==> src/rtl/pp_accum_512.sv <==
// pp_accum_512: sequences A digits into a 16x256 multiplier and accumulates partial products into a 512-bit product
module pp_accum_512 (
  input  logic         clk,
  input  logic         reset,
  input  logic         start,
  input  logic [255:0] a,
  output logic [15:0]  digit,
  output logic [3:0]   digit_idx,
  output logic         digit_valid,
  input  logic         digit_ready,
  input  logic [271:0] pp,
  input  logic         pp_valid,
  output logic [511:0] product,
  output logic         busy,
  output logic         done,
  output logic         proto_err
);
  typedef enum logic [1:0] {IDLE, REQ, WAIT, DONE} state_t;
  state_t state_q, state_d;
  logic [255:0] a_q, a_d, acc_hi_q, acc_hi_d, lo_q, lo_d;
  logic [3:0] idx_q, idx_d;
  logic [511:0] product_q, product_d;
  logic proto_err_q, proto_err_d;
  logic [271:0] sum;
  // next-state, digit sequencing and shifted accumulate of each partial product
  always_comb begin
    state_d = state_q;
    a_d = a_q;
    idx_d = idx_q;
    acc_hi_d = acc_hi_q;
    lo_d = lo_q;
    product_d = product_q;
    proto_err_d = proto_err_q | (pp_valid && state_q != WAIT);
    sum = {16'b0, acc_hi_q} + pp;
    case (state_q)
      IDLE: if (start) begin
        state_d = REQ;
        a_d = a;
        idx_d = 4'd0;
        acc_hi_d = '0;
        lo_d = '0;
        proto_err_d = 1'b0;
      end
      REQ: state_d = digit_ready ? WAIT : REQ;
      WAIT: if (pp_valid) begin
        lo_d[{idx_q, 4'b0} +: 16] = sum[15:0];
        acc_hi_d = sum[271:16];
        state_d = (idx_q == 4'd15) ? DONE : REQ;
        idx_d = (idx_q == 4'd15) ? idx_q : idx_q + 4'd1;
        product_d = (idx_q == 4'd15) ? {sum[271:16], sum[15:0], lo_q[239:0]} : product_q;
      end
      DONE: state_d = IDLE;
    endcase
  end
  // state registers, cleared asynchronously by the active-low reset
  always_ff @(posedge clk or negedge reset) begin
    if (!reset) begin
      state_q <= IDLE;
      a_q <= '0;
      idx_q <= '0;
      acc_hi_q <= '0;
      lo_q <= '0;
      product_q <= '0;
      proto_err_q <= 1'b0;
    end else begin
      state_q <= state_d;
      a_q <= a_d;
      idx_q <= idx_d;
      acc_hi_q <= acc_hi_d;
      lo_q <= lo_d;
      product_q <= product_d;
      proto_err_q <= proto_err_d;
    end
  end
  assign digit = a_q[{idx_q, 4'b0} +: 16];
  assign digit_idx = idx_q;
  assign digit_valid = state_q == REQ;
  assign busy = state_q != IDLE;
  assign done = state_q == DONE;
  assign product = product_q;
  assign proto_err = proto_err_q;
endmodule

==> config.mk <==
export PLATFORM = sky130hd
export DESIGN_NAME = pp_accum_512
export DESIGN_NICKNAME = d
export VERILOG_FILES = /design/src/rtl/pp_accum_512.sv
export SDC_FILE = /design/constraint.sdc
export NUM_CORES = 2
export LEC_CHECK = 0
export CORE_AREA = 2 2 422 424
export DETAILED_ROUTE_END_ITERATION = 7
export DIE_AREA = 0 0 424 426
export SYNTH_ARGS = -nofsm -noshare
export SYNTH_HDL_FRONTEND = slang
export SYNTH_SLANG_ARGS = --single-unit
export TNS_END_PERCENT = 100
==> constraint.sdc <==
create_clock -name clk -period 5.15 [get_ports clk]
set_input_delay 1.03 -clock clk [delete_from_list [all_inputs] [get_ports clk]]
set_output_delay 1.03 -clock clk [all_outputs]
set_load 0.02 [all_outputs]
==> Word-level counts from Yosys, hierarchy flattened <==
Index checks and enable logic that the tools add are counted.
{ "word_totals": {"inputBits": 533, "elab_cells": 48, "latch_bits": 0, "ram_bits": 0, "n_memories": 0, "rom_bits": 0, "output_inout_bits": 536, "ff_bits": 1287} }
{ "classes": {"n_mul": 0, "muxes": 17, "eq_ne": 8, "bitwise": 1, "order_cmp": 0, "div_mod_pow": 0, "n_shift": 3, "add_sub_neg": 3, "n_reduce_logical": 9} }
{ "op_table": {"columns": ["cell", "count"], "rows": [
  ["one-hot mux 256 bit (2 select lines)", 2],
  ["two-way mux 256 bit", 3],
  ["adder 256 x 272 -> 272 bit", 1],
  ["bitwise mux 256 bit", 1],
  ["variable shift 16 x 10 -> 256 bit (first input constant)", 1],
  ["variable part select 16 x 10 -> 256 bit", 1],
  ["variable part select 256 x 9 -> 16 bit", 1],
  ["two-way mux 4 bit", 3],
  ["negator 8 -> 10 bit", 1],
  ["two-way mux 2 bit", 4],
  ["!= test 2 bit (second input constant)", 4],
  ["one-hot mux 2 bit (4 select lines)", 1],
  ["one-hot mux 4 bit (2 select lines)", 1],
  ["AND reduction 3 bit", 2],
  ["adder 4 x 1 -> 4 bit (second input constant)", 1],
  ["equality test 2 bit (second input constant)", 2],
  ["equality test 4 bit (second input constant)", 1],
  ["AND reduction 2 bit", 2],
  ["AND reduction 4 bit", 1],
  ["nonzero test 2 bit", 2],
  ["equality test 2 x 1 -> 1 bit (second input constant)", 1],
  ["zero test 2 bit", 1],
  ["two-way mux 1 bit", 2],
  ["logical AND 1 bit", 1],
  ["OR 1 bit", 1]
]} }

==> Longest topological paths before layout <==
{ "logic_depth": {"depth_word": 5, "mapped_depth": 17, "mapped_depth_nobuf": 17} }

==> Least setup slack after synthesis <==
OpenSTA, ideal clock, no wires.
{ "synth_timing": {"path_type": "input port to flip-flop", "from": "input port pp[0]", "to": "register product_q[402], in the netlist product[402]", "n_path_buf": 0, "cell_stages": 17, "setup_ns": 0.125, "t_required_ns": 5.025, "path_slack_ns": 0.263, "t_arrival_ns": 4.762, "cell_sequence": "ha_1 > inv_1 > fa_1 > and2b_1 > o2111ai_2 > a2111oi_2 > a211oi_2 > or3_1 > nor2b_1 > o21ai_1 > a31oi_1 > o31a_1 > or4_1 > o21ai_1 > a21oi_1 > xnor2_1 > mux2_2"} }
{ "synth_via": {"elab_chain_cells": 1} }
{ "synth_lines": {"columns": ["item", "line", "rtl"], "rows": [
  ["start, declared", "11", "input logic [271:0] pp,"],
  ["adder 256 x 272 -> 272 bit", "34", "sum = {16'b0, acc_hi_q} + pp;"],
  ["end signal, assigned", "71", "product_q <= product_d;"],
  ["end, declared", "22", "logic [511:0] product_q, product_d;"]
]} }
No other way between the ends.
A chain may end at the register's enable or synchronous reset.

==> Worst setup path in the final report <==
{ "layout_timing": {"from": "input port pp[8]", "to": "register product_q[509], in the netlist product[509]"} }
Same word-level chain as after synthesis.

==> flow_summary_export.csv <==
group,metric,value,unit
yosys,ys.flop_type,"dfrtp_1",
detailed_routing,firstDrtPassIters,8,
critical_path,path_max_fanout,6,
sta,setup_tns,0,ns
critical_path,crit_type,"input pin to flop",
detailed_routing,via_per_inst,5.629,
yosys,yosysSeqAreaShare,46.11,%
detailed_routing,drt-total-wl,359.8,mm
floorplan,dieArea,0.1806,sq mm
global_route,grt_antenna_before_repair,47,
sta,finalSetupViolations,0,
critical_path,cp.arrival,5.78,ns
flow_run,drv_cap,0,
clock_tree,clk_pin_slew,0.06,ns
sta,hold_viol,0,
yosys,ys_seq_elements,1271,
clock_tree,clk_latency,0.86,ns
global_route,grt_overflow,0,
critical_path,cpPeakStageDelay,0.57,ns
power_and_ir_drop,leakage,46.37,nW
sta,skew,0.03960,ns
detailed_routing,drt_iter0_markers,6389,
yosys,yosys-top-cells-area,"dfrtp_1 46%, nand2_1 11%, ha_1 4.7%",
clock_tree,root_buffer,"clkbuf_16",
finish,nets,10730,
sta,worst_pin_slew,1.256,ns
yosys,synthTopCellsByCount,"2062 x nand2_1, 1271 x dfrtp_1, 647 x o21ai_0",
outcome,violations,"design-rule violations",
finish,final_area,0.09796,sq mm
detailed_routing,avgRoutedWirePerCell,28.96,um
sta,timing.fmax,197.1,MHz
floorplan,start_util,39.25,%
clock_tree,cts_made_buffers,146,
finish,drive_gt1_share,21.38,%
sta,holdWs,0.1376,ns
floorplan,coreArea,0.1757,sq mm
detailed_routing,post-route-drc-count,6,
yosys,async_flop_share,100.0,%
placed_design,post_dp_cell_area,0.09260,sq mm
yosys,avgSynthCellArea,8.990,sq um
outcome,status,"finished, violations left",
critical_path,path_cells,"clkdlybuf4s50_1 -> ha_4 -> nand2_1 -> o21a_1 -> or4_4 -> a31oi_4 -> o2111ai_2 -> a31o_2 -> a311o_2 -> a2111oi_4 -> buf_4 -> o21ai_4 -> buf_4 -> o211ai_2 -> nand2_1 -> or3_1 -> xor2_1 -> o21ai_1",
critical_path,start_kind,"input pin",
finish,fill_cells,16180,
clock_tree,cts_buffer_depth,3,
sta,relSlewSlack,15.96,%
critical_path,crit_slowest_cell,"clkdlybuf4s50_1",
clock_tree,cts_tree,"yes",
global_route,grt_max_degree,131,
detailed_routing,vias,69950,
power_and_ir_drop,power_density,441.1,mW/mm^2
placed_design,place.gp.congestion,1.079,
yosys,yosysMostFrequentCell,"nand2_1",
clock_tree,cts.sinks,1271,
placed_design,io_buffers,1068,
yosys,synth_edf_count,0,
yosys,syn_area,0.06898,sq mm
sta,finalCritPeriodShare,98.49,%
floorplan,ioPinCount,1069,
floorplan,num_rows,154,
power_and_ir_drop,peakVddDrop,0.3852,mV
sta,slew_violations,0,
yosys,synth_top_area_cell,"dfrtp_1",
finish,syn2layout_area_growth,42.01,%
sta,post-route-min-period,5.072,ns
placed_design,place_hpwl,291.5,mm
critical_path,required,5.85,ns
yosys,synth_top_area_share,46.11,%
floorplan,dieHeight,426,um
global_route,grt_pass1_vias,69220,
clock_tree,cts.htree.levels,4,
yosys,ys_types,79,
hold_path,hp-class,"input pin to async pin",
yosys,syn_inst,7673,
finish,final_core_util,55.74,%
critical_path,crit_path_end_kind,"flop",
global_route,grtUsageTotal,38.97,%
yosys,yosysWarnings,0,
detailed_routing,ant_nets,0,
yosys,syn_nets,8468,
global_route,grt_pass1_wl,506.2,mm
floorplan,die_x,424,um
## flip-flops by register name, indices dropped and copies added (netlist names)
| register | flops |
|---|---|
| state_q | 2 |
| product | 512 |
| digit_idx | 4 |
| lo_q | 240 |
| a_q | 256 |
| acc_hi_q | 256 |
| proto_err | 1 |
## cells by family after synthesis
logic type,Yosys count,synth area share (%)
AO/OA/AOI/OAI,2019,18.43
adder cells (fa/ha/maj),262,4.763
buffers and inverters,524,2.879
flip-flops,1271,46.11
AND/OR/NAND/NOR,2934,17.56
multiplexers,379,6.657
XOR/XNOR,284,3.606
## stage by stage
| step | cells | worst slack (ns) | power [W] |
|---|---|---|---|
| finish | 12430 | 0.07752 | 0.04321 |
| global placement | 12130 | -1.083 | 0.03176 |
| CTS | 12380 | 0.00002531 | 0.04288 |
| floorplan | 7673 | 0.2629 | 0.02160 |
| detailed placement | 12130 | -1.124 | 0.03189 |
| global route | 12420 | -0.008877 | 0.04485 |
## worst max-delay path, delay by kind of cell
kind / cells / cell delay (ns)
buffers and inverters: 3 / 0.94
adder cells (fa/ha/maj): 1 / 0.38
XOR/XNOR: 1 / 0.22
AND/OR/NAND/NOR: 4 / 0.99
AO/OA/AOI/OAI: 9 / 2.20
## path summary, 6_finish.rpt
kind	to	slack, ns	depth (start not counted)	startpoint
max	product[509]$_DFFE_PN0P_	0.08	18	pp[8]
max reg2reg	product[494]$_DFFE_PN0P_	0.31	22	acc_hi_q[0]$_DFFE_PN0P_
max in group asynchronous	a_q[253]$_DFFE_PN0P_	3.68	3	reset
min reg2reg	product[225]$_DFFE_PN0P_	0.45	2	lo_q[225]$_DFFE_PN0P_
min in group clk	product[225]$_DFFE_PN0P_	0.45	2	lo_q[225]$_DFFE_PN0P_
min	product[188]$_DFFE_PN0P_	0.14	1	reset
## layout by cell type (no fill, tap or decap), drive strengths merged, types with 29 or more instances in the layout
| cell | count |
|---|---|
| diode | 43 |
| a221oi | 29 |
| inv | 95 |
| a21o | 185 |
| nand2 | 2062 |
| o21bai | 92 |
| mux2i | 56 |
| dfrtp | 1271 |
| clkbuf | 195 |
| nor2 | 396 |
| o31ai | 31 |
| a31oi | 42 |
| mux2 | 288 |
| nor4 | 31 |
| clkdlybuf4s50 | 1064 |
| nand3 | 59 |
| xor2 | 124 |
| a21oi | 511 |
| xnor2 | 160 |
| nor3 | 63 |
| ha | 261 |
| buf | 1487 |
| mux4 | 35 |
| nand4 | 169 |
| a22o | 259 |
| o21a | 55 |
| clkinv | 31 |
| o21ai | 664 |
## final cells by class
cell class | count | area, sq um | area share (%)
Clock inverter | 58 | 845.8 | 0.8634
Timing Repair Buffer | 2554 | 22240 | 22.71
Tap cell | 2340 | 2928 | 2.989
Sequential cell | 1271 | 31810 | 32.48
Clock buffer | 195 | 4110 | 4.196
Antenna cell | 43 | 107.6 | 0.1098
Multi-Input combinational cell | 5878 | 35580 | 36.32
Inverter | 88 | 330.3 | 0.3372
## per-layer routing
metal  GRT usage, %  part of all wire [%]  up-vias
li1               -                     -    31450
met1          49.44                    40    34750
met2          60.60                    45     3003
met3          7.445                   7.0      737
met4          25.87                   7.6        6
met5              0                 0.015        -
## what timing repair did
item	in CTS	in global routing
setup endpoints to repair	32	118
setup buffers	0	4
hold buffers	0	0
resized for setup	11	36
pin swaps	1	11
## report_power, final
group          switching [W]  leakage, nW  internal [W]
Combinational         0.0112         26.9       0.00832
Sequential           0.00114         17.1        0.0116
Clock                0.00461         2.41       0.00631
Total                 0.0170         46.4        0.0262
Power figures use the tool's default switching activity.
